==> config.mk <==
export PLATFORM = sky130hd
export DESIGN_NAME = dmem_img_streamer
export DESIGN_NICKNAME = d
export VERILOG_FILES = /design/src/rtl/ipsm_pkg.sv /design/src/rtl/img_word_shifter.sv /design/src/rtl/dmem_img_streamer.sv
export SDC_FILE = /design/constraint.sdc
export NUM_CORES = 1
export LEC_CHECK = 0
export BUFFER_PORTS_ARGS = -buffer_cell sky130_fd_sc_hd__buf_2
export CORE_MARGIN = 10
export CORE_UTILIZATION = 45
export DETAILED_ROUTE_END_ITERATION = 16
export PLACE_DENSITY = 0.71
export SYNTH_ARGS = -nofsm -noshare
export SYNTH_HDL_FRONTEND = slang
export SYNTH_SLANG_ARGS = --single-unit
export TNS_END_PERCENT = 10
==> constraint.sdc <==
create_clock -name iCLK -period 2.4 [get_ports iCLK]
set_input_delay 0.72 -clock iCLK [delete_from_list [all_inputs] [get_ports iCLK]]
set_output_delay 0.72 -clock iCLK [all_outputs]
set_load 0.005 [all_outputs]
==> src/rtl/ipsm_pkg.sv <==
// Shared image-path constants and state encoding for the DMEM image capture and streamer blocks.
package ipsm_pkg;

    typedef enum logic [2:0] {IDLE, READ, WAIT, SEND, DONE} state_t;

    localparam int IMG_DIM     = 28;
    localparam int IMG_PIX     = IMG_DIM * IMG_DIM;
    localparam int PIX_BITS    = 8;
    localparam int DMEM_WORD_W = 256;
    localparam int DMEM_ADDR_W = 7;
    localparam int PPW         = DMEM_WORD_W / PIX_BITS;

    // Number of DMEM words needed to hold num_pix pixels, last word possibly partial.
    function automatic int words_for(input int num_pix, input int ppw = PPW);
        return (num_pix + ppw - 1) / ppw;
    endfunction

endpackage

==> src/rtl/img_word_shifter.sv <==
// Word-wide load/shift register: presents pixel 0 of the loaded word and shifts one pixel per request,
// tracking how many valid pixels of the word remain.
module img_word_shifter
    import ipsm_pkg::*;
#(
    parameter int PIX_W  = PIX_BITS,
    parameter int WORD_W = DMEM_WORD_W,
    parameter int CNT_W  = 6
) (
    input  logic              i_clk,
    input  logic              i_rst,
    input  logic              i_load,
    input  logic [WORD_W-1:0] i_loadData,
    input  logic [CNT_W-1:0]  i_loadCount,
    input  logic              i_shift,
    output logic [PIX_W-1:0]  o_pixel,
    output logic              o_last
);

    logic [WORD_W-1:0] r_data;
    logic [CNT_W-1:0]  r_remain;

    always_ff @(posedge i_clk) begin
        if (i_rst) begin
            r_data   <= '0;
            r_remain <= '0;
        end else if (i_load) begin
            r_data   <= i_loadData;
            r_remain <= i_loadCount;
        end else if (i_shift) begin
            r_data   <= {{PIX_W{1'b0}}, r_data[WORD_W-1:PIX_W]};
            r_remain <= r_remain - CNT_W'(1);
        end
    end

    assign o_pixel = r_data[PIX_W-1:0];
    assign o_last  = (r_remain == CNT_W'(1));

endmodule

==> src/rtl/dmem_img_streamer.sv <==
// Streams a stored image out of DMEM, one word read at a time, as a byte stream to the SPART transmitter.
module dmem_img_streamer
    import ipsm_pkg::*;
#(
    parameter int PIX_W   = PIX_BITS,
    parameter int WORD_W  = DMEM_WORD_W,
    parameter int ADDR_W  = DMEM_ADDR_W,
    parameter int NUM_PIX = IMG_PIX,
    parameter int RD_LAT  = 1
) (
    input  logic              iCLK,
    input  logic              iRST,
    input  logic              iSTART,
    input  logic [ADDR_W-1:0] iBASE_ADDR,
    output logic              oDmem_rden,
    output logic [ADDR_W-1:0] oDmem_rdaddr,
    input  logic [WORD_W-1:0] iDmem_rddata,
    output logic [PIX_W-1:0]  oTX_data,
    output logic              oTX_valid,
    input  logic              iTX_ready,
    output logic              oBusy,
    output logic              oDone
);

    localparam int PPW_L    = WORD_W / PIX_W;
    localparam int WORDS    = words_for(NUM_PIX, PPW_L);
    localparam int LAST_CNT = NUM_PIX - (WORDS - 1) * PPW_L;
    localparam int PIXC_W   = $clog2(NUM_PIX + 1);
    localparam int WRDC_W   = (WORDS > 1) ? $clog2(WORDS) : 1;
    localparam int REMC_W   = $clog2(PPW_L + 1);
    localparam int LATC_W   = $clog2(RD_LAT + 1);

    state_t r_state;
    state_t w_next;

    logic [ADDR_W-1:0] r_base;
    logic [WRDC_W-1:0] r_word;
    logic [PIXC_W-1:0] r_pix;
    logic [LATC_W-1:0] r_lat;

    logic              w_hs;
    logic              w_latDone;
    logic              w_lastInWord;
    logic              w_finalPix;
    logic [PIX_W-1:0]  w_pixel;
    logic [REMC_W-1:0] w_loadCount;

    assign w_hs        = (r_state == SEND) && iTX_ready;
    assign w_latDone   = (r_lat == LATC_W'(RD_LAT - 1));
    assign w_finalPix  = (r_pix == PIXC_W'(NUM_PIX - 1));
    assign w_loadCount = (r_word == WRDC_W'(WORDS - 1)) ? REMC_W'(LAST_CNT) : REMC_W'(PPW_L);

    assign oDmem_rdaddr = r_base + ADDR_W'(r_word);

    always_ff @(posedge iCLK) begin
        if (iRST) begin
            r_state <= IDLE;
        end else begin
            r_state <= w_next;
        end
    end

    // The data word is only captured on the final latency cycle, so nothing is prefetched.
    always_comb begin
        w_next     = r_state;
        oDmem_rden = 1'b0;
        oTX_valid  = 1'b0;
        oTX_data   = '0;
        oBusy      = 1'b0;
        oDone      = 1'b0;
        case (r_state)
            IDLE: begin
                if (iSTART) begin
                    w_next = READ;
                end
            end
            READ: begin
                oDmem_rden = 1'b1;
                oBusy      = 1'b1;
                w_next     = WAIT;
            end
            WAIT: begin
                oBusy = 1'b1;
                if (w_latDone) begin
                    w_next = SEND;
                end
            end
            SEND: begin
                oBusy     = 1'b1;
                oTX_valid = 1'b1;
                oTX_data  = w_pixel;
                if (iTX_ready) begin
                    if (w_finalPix) begin
                        w_next = DONE;
                    end else if (w_lastInWord) begin
                        w_next = READ;
                    end
                end
            end
            DONE: begin
                oDone  = 1'b1;
                w_next = IDLE;
            end
            default: begin
                w_next = IDLE;
            end
        endcase
    end

    always_ff @(posedge iCLK) begin
        if (iRST) begin
            r_base <= '0;
            r_word <= '0;
            r_pix  <= '0;
            r_lat  <= '0;
        end else begin
            case (r_state)
                IDLE: begin
                    if (iSTART) begin
                        r_base <= iBASE_ADDR;
                        r_word <= '0;
                        r_pix  <= '0;
                    end
                end
                READ: begin
                    r_lat <= '0;
                end
                WAIT: begin
                    r_lat <= r_lat + LATC_W'(1);
                end
                SEND: begin
                    if (w_hs) begin
                        r_pix <= r_pix + PIXC_W'(1);
                        if (w_lastInWord && !w_finalPix) begin
                            r_word <= r_word + WRDC_W'(1);
                        end
                    end
                end
                default: begin
                end
            endcase
        end
    end

    img_word_shifter #(
        .PIX_W  (PIX_W),
        .WORD_W (WORD_W),
        .CNT_W  (REMC_W)
    ) u_shifter (
        .i_clk       (iCLK),
        .i_rst       (iRST),
        .i_load      ((r_state == WAIT) && w_latDone),
        .i_loadData  (iDmem_rddata),
        .i_loadCount (w_loadCount),
        .i_shift     (w_hs),
        .o_pixel     (w_pixel),
        .o_last      (w_lastInWord)
    );

endmodule
==> impl_results.md, run 1 <==
* Crit Path Max Fanout at 2
* Multi-input combinational cell area at 6497 µm²
* Final WS setup at -0.5059 ns
* # Max-Cap Violations at 0
* Setup TNS at -1.946 ns
* Worst min path class: primary input to flop
* Slew HR at roughly 60%
* Pins Over Slew Limit at 0
* Most frequent cells in the layout: 529 x nand2_1, 522 x a21oi_1, 283 x buf_2, 283 x dfxtp_1, 263 x nor2_1
* WP data required at between 1.5 and 2 ns
* Fmax at 344.1 MHz
* Pleak at 6.277 nW
* Largest net degree at the start of global routing at 126
* Switching Share at around a quarter
* Asr flop ratio synth at 0%
* CTS root buf: clkbuf_16
* Initial Util at 45.96%
* Pint at 0.008869 W
* Number of enable flip-flop cells after synthesis at 0
* Tot Pwr at 0.01201 W
* Pre-antenna DRT Iters at 5
* Worst-Skew Late Latency at 0.56 ns
* Simple-gate share of the synthesized area at 26.48%
* Vias in the first global route at roughly 12000
* Initial antenna violation count at 15
* XOR/XNOR share of the synthesized area at 0.9550%
* YS warnings at 0
* IO Pins at 286
* Startpoint Class: flop
* Dpl cell area at between 10000 and 15000 µm²
* CTS tree: yes
* Slew @ Worst Pin at 0.6236 ns
* Floorplan core area at 27930 µm²
* Fin Clk Skew at 0.01908 ns
* Die area at between 30000 and 40000 µm²
* Clock share of power at 40.9%
* Adder-cell share of the synthesized area at 1.130%
* Flops & latches, synth at 288
* DRC at 0
* P_sw at 0.003139 W
* Reg power frac at around 44%
* H-tree levels at 1
* Total GRT Usage at 19.98%
* RSZ-0062 raised after global routing: yes
* Die height at 188.9 µm
* Multiplexer share of the synthesized area at 0.07796%
* Hold buffers post-CTS at 0
* Crit. End Element: output pin
* DR WL/cell at approximately 15 µm
* Largest family of logic cells by synthesized area: simple AND/OR/NAND/NOR gates
* Cells after Synth at 1880
* Worst Setup SP: r_base[0]
* Final min period at 2.906 ns
* Reg-to-Reg Start: r_state[0]
* Gpl congestion at just under 0.8
* Cell area after synthesis at 12840 µm²
* Max VDD drop at 0.6078 mV
* Count of cell types in the netlist at 40
* Vias at 13030
* Power Dens Cells at around 750 nW/µm²
* Final period utilization at 121.1%
* Seq/Total Area, Yosys at ~45%
* Nets at 2379
* Hold Vio Cnt, Final at 0
* Worst path arrival time at 2.19 ns
* Top FF cell, synth: dfxtp_1
* Combinational power share at 14.7%
* Maximum clock path buffer count at 3
* Antenna viol nets, final at 0
* Die width at 188.9 µm
* Violated checks: negative setup slack
* Layout cell share with drive strength beyond 1 at 19.38%
* Setup Viol. Count Final at 6
* First-iteration detailed-routing DRC count at 1030
* Worst Hold Launch: iDmem_rddata[122]
* Design area at 15980 µm²
* Mapped Nets at roughly 2200
* Hpwl dp at about 27 mm
* GRT Residual Overflow at 0
* First-pass GRT wire length at 60.55 mm
* Crit Path Class: flop to output pin
* Post-synthesis compound-gate area fraction at 21.49%
* Fillers at 2684
* Num CTS Buffers at 31
* Final wirelength at 38.11 mm
* Commonest non-fill, non-tap cell in the layout: nand2_1
* IO Port Bufs at 285
* Storage element area at just under 6000 µm²
* Setup slack at placement at -0.2349 ns
* Clk pin slew, worst setup/hold paths at roughly 0.06 ns
* Via density at approximately 5.2
* Status: finished, violations left
* FP Rows at 61
* CTS sink count at 288
* Layout area overhead at 24.48%
* Mapped Avg Cell Area at 6.830 µm²
==> metrics by stage <==
step                utilization [%]  hold slack [ns]  cells
floorplan                         -           0.4406   1880
global placement              52.97           0.4492   2444
detailed placement            52.97           0.4625   2444
CTS                           57.02           0.3693   2504
global route                  57.13           0.3761   2506
finish                        57.22           0.3836   2516
==> registers in the layout (all words and copies together), names as in the netlist <==
register and cells:
r_base 7, r_word 5, r_pix 10, r_lat 1, u_shifter.r_data 256, r_state 3, u_shifter.r_remain 6
==> cell type report <==
class	count	area share, %
Timing Repair Buffer	340	13.14
Clock inverter	10	0.8611
Inverter	11	0.2583
Sequential cell	288	36.13
Multi-Input combinational cell	1429	40.65
Clock buffer	48	5.817
Antenna cell	12	0.1879
Tap cell	378	2.959
==> logic make-up (layout without fill, tap and decap cells) <==
| kind of cell | after synthesis | count (layout) |
|---|---|---|
| simple gates | 860 | 860 |
| mux | 1 | 1 |
| xor+xnor | 14 | 14 |
| compound gates | 543 | 543 |
| buf+inv | 163 | 409 |
| fa+ha+maj | 11 | 11 |
| flops | 288 | 288 |
| other cells | 0 | 12 |
==> worst max-delay path, cell delays in order, from the launching register on <==
cell	delay, ns
dfxtp_2	0.35
ha_4	0.14
inv_2	0.03
fa_2	0.36
nor2b_4	0.14
o21ai_2	0.08
a21boi_2	0.18
o21ai_2	0.08
xnor2_1	0.14
buf_2	0.13
==> cell usage after synthesis (2+ instances only) <==
| master | count | area, µm² |
|---|---|---|
| ha_1 | 10 | 125.1 |
| nand2b_1 | 4 | 25.02 |
| xor2_1 | 8 | 70.07 |
| buf_1 | 12 | 45.04 |
| buf_2 | 18 | 90.09 |
| and3_1 | 5 | 31.28 |
| nor3b_1 | 3 | 22.52 |
| or3_1 | 5 | 31.28 |
| nor2b_1 | 5 | 31.28 |
| inv_1 | 11 | 41.29 |
| dfxtp_1 | 288 | 5766 |
| nor2_1 | 264 | 991.0 |
| nand2_1 | 529 | 1986 |
| clkbuf_1 | 121 | 454.2 |
| nand4_1 | 5 | 31.28 |
| a21boi_0 | 2 | 15.01 |
| nor3_1 | 8 | 40.04 |
| a21oi_1 | 523 | 2618 |
| nand3_1 | 14 | 70.07 |
| a221o_1 | 2 | 20.02 |
| xnor2_1 | 6 | 52.55 |
| and2_1 | 11 | 68.82 |
| a211oi_1 | 2 | 15.01 |
| o21ai_0 | 8 | 40.04 |
==> worst paths after layout <==
kind              depth (start not counted)                     to  slack [ns]
hold reg to reg                           2              r_base[3]        0.47
hold / removal                            3  u_shifter.r_data[122]        0.38
setup / recovery                          9        oDmem_rdaddr[6]       -0.51
setup reg to reg                          5               r_pix[7]        0.49
==> repair_timing <==
item,in CTS,in global routing
pin swaps,8,3
endpoints found under the setup margin,15,14
resized for setup,19,7
buffers inserted,2,0
==> metal layers <==
layer  up-vias  part of all wire (%)  GRT usage (%)
li1       6630                     -              -
met1      5975                    44          25.03
met2       354                    47          33.32
met3        57                   7.8          5.880
met4        12                   1.5          4.212
met5         -                  0.21              0
==> power groups by stage <==
stage                     registers, W  logic (W)  clock network (W)
after floorplan                0.00536    0.00119                  0
after global placement         0.00542    0.00171                  0
after detailed placement       0.00543    0.00175                  0
after CTS                      0.00533    0.00177            0.00501
after global routing           0.00537    0.00201            0.00521
final                          0.00533    0.00177            0.00491
(Power assumes the default switching activity.)
==> inputs of run 2 (changes only) <==
Settings changed: PLACE_DENSITY 0.71 to 0.68.
Clock period 2.4 ns to 3.22 ns, I/O delays scaled along.
==> impl_results.md, run 2 (synthesis results as in run 1) <==
* Crit. path cell count at 9 (unchanged)
* IO Pins at 286 (unchanged)
* Gpl congestion at 0.8123 (+2.9%)
* Num CTS Buffers at 34 (+9.7%)
* Final min period at 3.071 ns
* Layout area overhead at 22.44%
* CTS root buf: clkbuf_16
* Via density at 5.193 (+0.29%)
* Most frequent cells in the layout: 529 x nand2_1, 523 x a21oi_1, 285 x dfxtp_1
* Setup TNS at 0 ns (+1.946 ns)
* Slew @ Worst Pin at 0.6559 ns (+0.03226 ns)
* Die area at 35690 µm² (unchanged)
* Max FFs per register at 256 (unchanged)
* Largest registers: u_shifter.r_data: 256 flops, r_pix: 10 flops, r_base: 7 flops
* Pins Over Slew Limit at 0 (unchanged)
* Vias in the first global route at 12260 (+0.30%)
* IO Port Bufs at 285 (unchanged)
* Crit path max-delay family: adder cells
* Pleak at 6.155 nW (-2.0%)
* Pre-antenna DRT Iters at 5 (unchanged)
* Largest net degree at the start of global routing at 163 (+29%)
* CTS tree: yes
* Hold Vio Cnt, Final at 0 (unchanged)
* CTS sink count at 288 (unchanged)
* Hpwl dp at 25.58 mm (-3.6%)
* Clk pin slew, worst setup/hold paths at 0.05 ns (about the same)
* Commonest non-fill, non-tap cell in the layout: nand2_1
* Initial Util at 45.96% (unchanged)
* CP cell instances: ha_4, inv_2, fa_2, nor2b_2, o21ai_2, a21boi_2, o21ai_2, xnor2_1, buf_2
* Fin Clk Skew at 0.01106 ns (-0.008027 ns)
* Status: completed
* CP max stage delay at 0.35 ns (about the same)
* Floorplan core area at 27930 µm² (unchanged)
* Worst path arrival time at 2.11 ns (-0.08 ns)
* First-pass GRT wire length at 60.78 mm (+0.36%)
* Crit. End Element: output pin
* Total GRT Usage at 20.05% (+0.066 points)
* Slew HR at 56.28% (-2.2 points)
* Max VDD drop at 0.3491 mV (-43%)
* WP data required at 2.25 ns (+0.57 ns)
* Core Util, Final at 56.28% (-0.94 points)
* Crit Path Class: flop to output pin
* Worst-Skew Late Latency at 0.51 ns (-0.05 ns)
* Setup Viol. Count Final at 0 (-6)
* DRC at 0 (unchanged)
* H-tree levels at 2 (+1)
* Fmax at about 330 MHz
* Maximum clock path buffer count at 3 (unchanged)
* Most common cell on crit path: o21ai_2
* Die height at 188.9 µm (unchanged)
* Reg2Reg Depth at 7 (+2)
* # Max-Cap Violations at 0 (unchanged)
* Hold depth at 2 (-1)
* Vias at 12930 (-0.79%)
* GRT Residual Overflow at 0 (unchanged)
* Die width at 188.9 µm (unchanged)
* Crit Path Max Fanout at 2 (unchanged)
* Layout cell share with drive strength beyond 1 at 18.06% (-1.3 points)
* Final wirelength at 38.24 mm (+0.32%)
* Most flop-heavy register: u_shifter.r_data
* Worst min path class: flop to flop
* Dpl cell area at 14510 µm² (-1.9%)
* Hold buffers post-CTS at 0 (unchanged)
* Antenna viol nets, final at 0 (unchanged)
* Nets at 2356 (-0.97%)
* RSZ-0062 raised after global routing: no
* Tot Pwr at 0.009063 W (-25%)
* Design area at 15720 µm² (-1.6%)
* Startpoint Class: flop
* WP buf/inv at 2 (unchanged)
* Final period utilization at ~95%
* FP Rows at 61 (unchanged)
* Initial antenna violation count at 16 (+1)
* First-iteration detailed-routing DRC count at 885 (-14%)
* Slowest-stage cell, CP: dfxtp_2
* Power Dens Cells at 576.5 nW/µm² (-23%)
* DR WL/cell at 15.36 µm (+1.4%)
run 2: changes by cell type in the layout (fill, tap and decap cells not counted), sizes merged:
cell and change:
buf -26, clkbuf +9, diode -5, bufinv -2, clkinvlp -2, inv -1
run 2: worst reg2reg max path: stages, from the launching register on:
cell and delay [ns]:
dfxtp_1 0.57, nand4b_1 0.29, buf_4 0.26, buf_12 0.41, nand2_1 0.22, a21oi_1 0.16, a21oi_1 0.07, nor2_1 0.14
run 2: metal layers:
| metal | vias up | global-route usage (%) | routed length [µm] |
|---|---|---|---|
| met3 | 76 | 6.009 | 2975 |
| met1 | 5885 | 24.76 | 16370 |
| met2 | 374 | 33.21 | 18110 |
| li1 | 6570 | - | - |
| met5 | - | 0 | 121 |
| met4 | 20 | 5.495 | 658 |
run 2: worst paths after layout:
path / from / endpoint / slack [ns]
worst max-delay path: r_base[0] / oDmem_rdaddr[6] / 0.15
worst min-delay path: u_shifter.r_data[248] / u_shifter.r_data[248] / 0.47
worst min register to register: u_shifter.r_data[248] / u_shifter.r_data[248] / 0.47
worst max register to register: r_state[2] / u_shifter.r_data[57] / 1.03
run 2: layout make-up:
type / instances / area, µm²
diodes: 7 / 17.52
clock buffers: 57 / 1091
clock inverters: 5 / 50.05
fillers: 2795 / 12210
inverters: 11 / 41.29
multi-input cells: 1429 / 6474
flip-flops and latches: 288 / 5772
well taps: 378 / 473.0
repair buffers: 314 / 1803
run 2: per-stage QoR:
stage	hold WS, ns	cells	setup slack, ns
6_report	0.4662	2489	0.1488
5_1_grt	0.4838	2484	0.02680
2_1_floorplan	0.4406	1880	0.5878
3_3_place_gp	0.4489	2418	0.3062
4_1_cts	0.4661	2482	0.02337
3_5_place_dp	0.4584	2418	0.2643
run 2: where the power goes:
part / switching [W] / leakage (nW) / internal (W) / total (W)
Sequential: 0.000145 / 2.34 / 0.00383 / 0.00397
Clock: 0.00147 / 0.563 / 0.00238 / 0.00386
Combinational: 0.000736 / 3.25 / 0.000498 / 0.00123
Total: 0.00235 / 6.15 / 0.00671 / 0.00906
run 2: what timing repair did:
action / 4_1_cts / 5_1_grt
resized for setup: 7 / 8
pin swaps: 2 / 1
setup endpoints to repair: 2 / 1
buffers inserted: 2 / 0
==> inputs of run 3 (changes only) <==
Settings changed: PLACE_DENSITY 0.68 to 0.71.
Clock period 3.22 ns to 2.6 ns, I/O delays scaled along.
==> impl_results.md, run 3 (synthesis results as in run 1) <==
* First-iteration detailed-routing DRC count at 1020 (+15%)
* Power Dens Cells at 705.1 nW/µm² (+22%)
* Hold buffers post-CTS at 0 (unchanged)
* H-tree levels at 1 (-1)
* Crit. End Element: output pin
* Pre-antenna DRT Iters at 5 (unchanged)
* Worst-Skew Late Latency at 0.56 ns (+0.05 ns)
* CP cell instances: ha_4, inv_2, fa_2, nor2b_2, o21ai_2, a21boi_2, o21ai_2, xnor2_1, buf_2
* Initial antenna violation count at 14 (-2)
* Pleak at 6.189 nW (+0.55%)
* Final WS setup at -0.3371 ns (-0.4858 ns)
* Gpl congestion at 0.8093 (-0.37%)
* Layout area overhead at 23.36%
* # Max-Cap Violations at 0 (unchanged)
* DRC at 0 (unchanged)
* Placed cell count at 2426 (+0.33%)
* Fillers at 2725 (-2.5%)
* Die width at 188.9 µm (unchanged)
* Hold Vio Cnt, Final at 0 (unchanged)
* GRT Residual Overflow at 0 (unchanged)
* WP buf/inv at 2 (unchanged)
* Slowest-stage cell, CP: dfxtp_2
* Die area at 35690 µm² (unchanged)
* Setup Viol. Count Final at 5 (+5)
* Layout cell share with drive strength beyond 1 at 18.57% (+0.51 points)
* Fmax at 340.5 MHz
* Vias in the first global route at 12180 (-0.64%)
* First-pass GRT wire length at 60.92 mm (+0.24%)
* Slew @ Worst Pin at 0.5834 ns (-0.07247 ns)
* CP max stage delay at 0.35 ns (about the same)
* Largest net degree at the start of global routing at 126 (-23%)
* Worst min path class: primary input to flop
* Worst path arrival time at 2.16 ns (+0.05 ns)
* Via density at 5.208 (+0.30%)
* Max FFs per register at 256 (unchanged)
* Core Util, Final at 56.70% (+0.42 points)
* Die height at 188.9 µm (unchanged)
* Final wirelength at 37.98 mm (-0.66%)
* Status: finished, violations left
* Crit Path Class: flop to output pin
* Startpoint Class: flop
* CTS tree: yes
* Non-Filler Instances at 2492 (+0.12%)
* Vias at 12980 (+0.42%)
* DR WL/cell at 15.24 µm (-0.78%)
* Floorplan core area at 27930 µm² (unchanged)
* Total GRT Usage at 20.00% (-0.046 points)
* Slew HR at 61.11% (+4.8 points)
* Fin Clk Skew at 0.01439 ns (+0.003333 ns)
* Antenna viol nets, final at 0 (unchanged)
* FP Rows at 61 (unchanged)
* Hpwl dp at 26.01 mm (+1.7%)
* Most common cell on crit path: o21ai_2
* Largest registers: u_shifter.r_data: 256 flops, r_pix: 10 flops, r_base: 7 flops
* Pins Over Slew Limit at 0 (unchanged)
* Tot Pwr at 0.01117 W (+23%)
* Nets at 2360 (+0.17%)
* CTS root buf: clkbuf_16
* Final min period at 2.937 ns
* IO Pins at 286 (unchanged)
* Dpl cell area at 14690 µm² (+1.2%)
* Violated checks: negative setup slack
* Crit path max-delay family: adder cells
* Num CTS Buffers at 31 (-8.8%)
* Crit Path Max Fanout at 2 (unchanged)
* Most frequent cells in the layout: 529 x nand2_1, 522 x a21oi_1, 284 x buf_2
* Initial Util at 45.96% (unchanged)
* Design area at 15840 µm² (+0.75%)
* CTS sink count at 288 (unchanged)
* Maximum clock path buffer count at 3 (unchanged)
* WP data required at 1.82 ns (-0.43 ns)
* Most flop-heavy register: u_shifter.r_data
* Max VDD drop at 0.4771 mV (+37%)
* IO Port Bufs at 285 (unchanged)
* Final period utilization at 113.0%
* RSZ-0062 raised after global routing: yes
* Clk pin slew, worst setup/hold paths at 0.06 ns (about the same)
* Commonest non-fill, non-tap cell in the layout: nand2_1
==> run 3: through the flow <==
step                setup WS (ns)  TNS [ns]  hold WS [ns]
floorplan                  0.1538         0        0.4406
global placement         -0.01073  -0.01073        0.4492
detailed placement        -0.1029   -0.1029        0.4555
CTS                       -0.3626    -1.165        0.4179
global route              -0.4880    -1.716        0.4334
finish                    -0.3371    -1.091        0.4409
==> run 3: worst paths after layout <==
path,startpoint,end,slack [ns],cells after the start
max,r_base[0],oDmem_rdaddr[6],-0.34,9
min,iDmem_rddata[227],u_shifter.r_data[227],0.44,3
max reg2reg,r_state[2],r_pix[9],0.65,5
min reg2reg,r_base[4],r_base[4],0.46,2
==> run 3: repair_timing <==
item / in CTS / in global routing
pin swaps: 5 / 0
setup endpoints to repair: 13 / 13
endpoints found under the hold margin: 0 / 0
setup buffers: 1 / 0
resized for setup: 17 / 4
cloned: 0 / 0
==> run 3: power by group <==
part	internal [W]	switching [W]	total [W]
combinational	0.000669	0.000928	0.00160
sequential	0.00474	0.000181	0.00492
clock	0.00284	0.00182	0.00465
==> run 3: cell type report <==
type	instances	area [µm²]	share of cell area, %
diodes	9	22.52	0.1422
repair buffers	321	1968	12.43
multi-input cells	1429	6482	40.93
inverters	11	41.29	0.2607
flip-flops and latches	288	5777	36.47
well taps	378	473.0	2.986
clock buffers	38	822.0	5.190
clock inverters	18	252.7	1.596
==> run 3: worst register-to-register path, cell delays in order, from the launching register on <==
cell and delay [ns]:
dfxtp_2 0.39, or4b_1 0.57, nand2_1 0.14, nand4_1 0.24
or3_1 0.41, a21oi_1 0.14
==> run 3: per-layer routing <==
layer	share of wire [%]	vias up	global-route usage, %
li1	-	6584	-
met1	44	5953	24.98
met2	46	365	33.03
met3	7.9	65	6.193
met4	1.9	12	4.640
met5	0.20	-	0
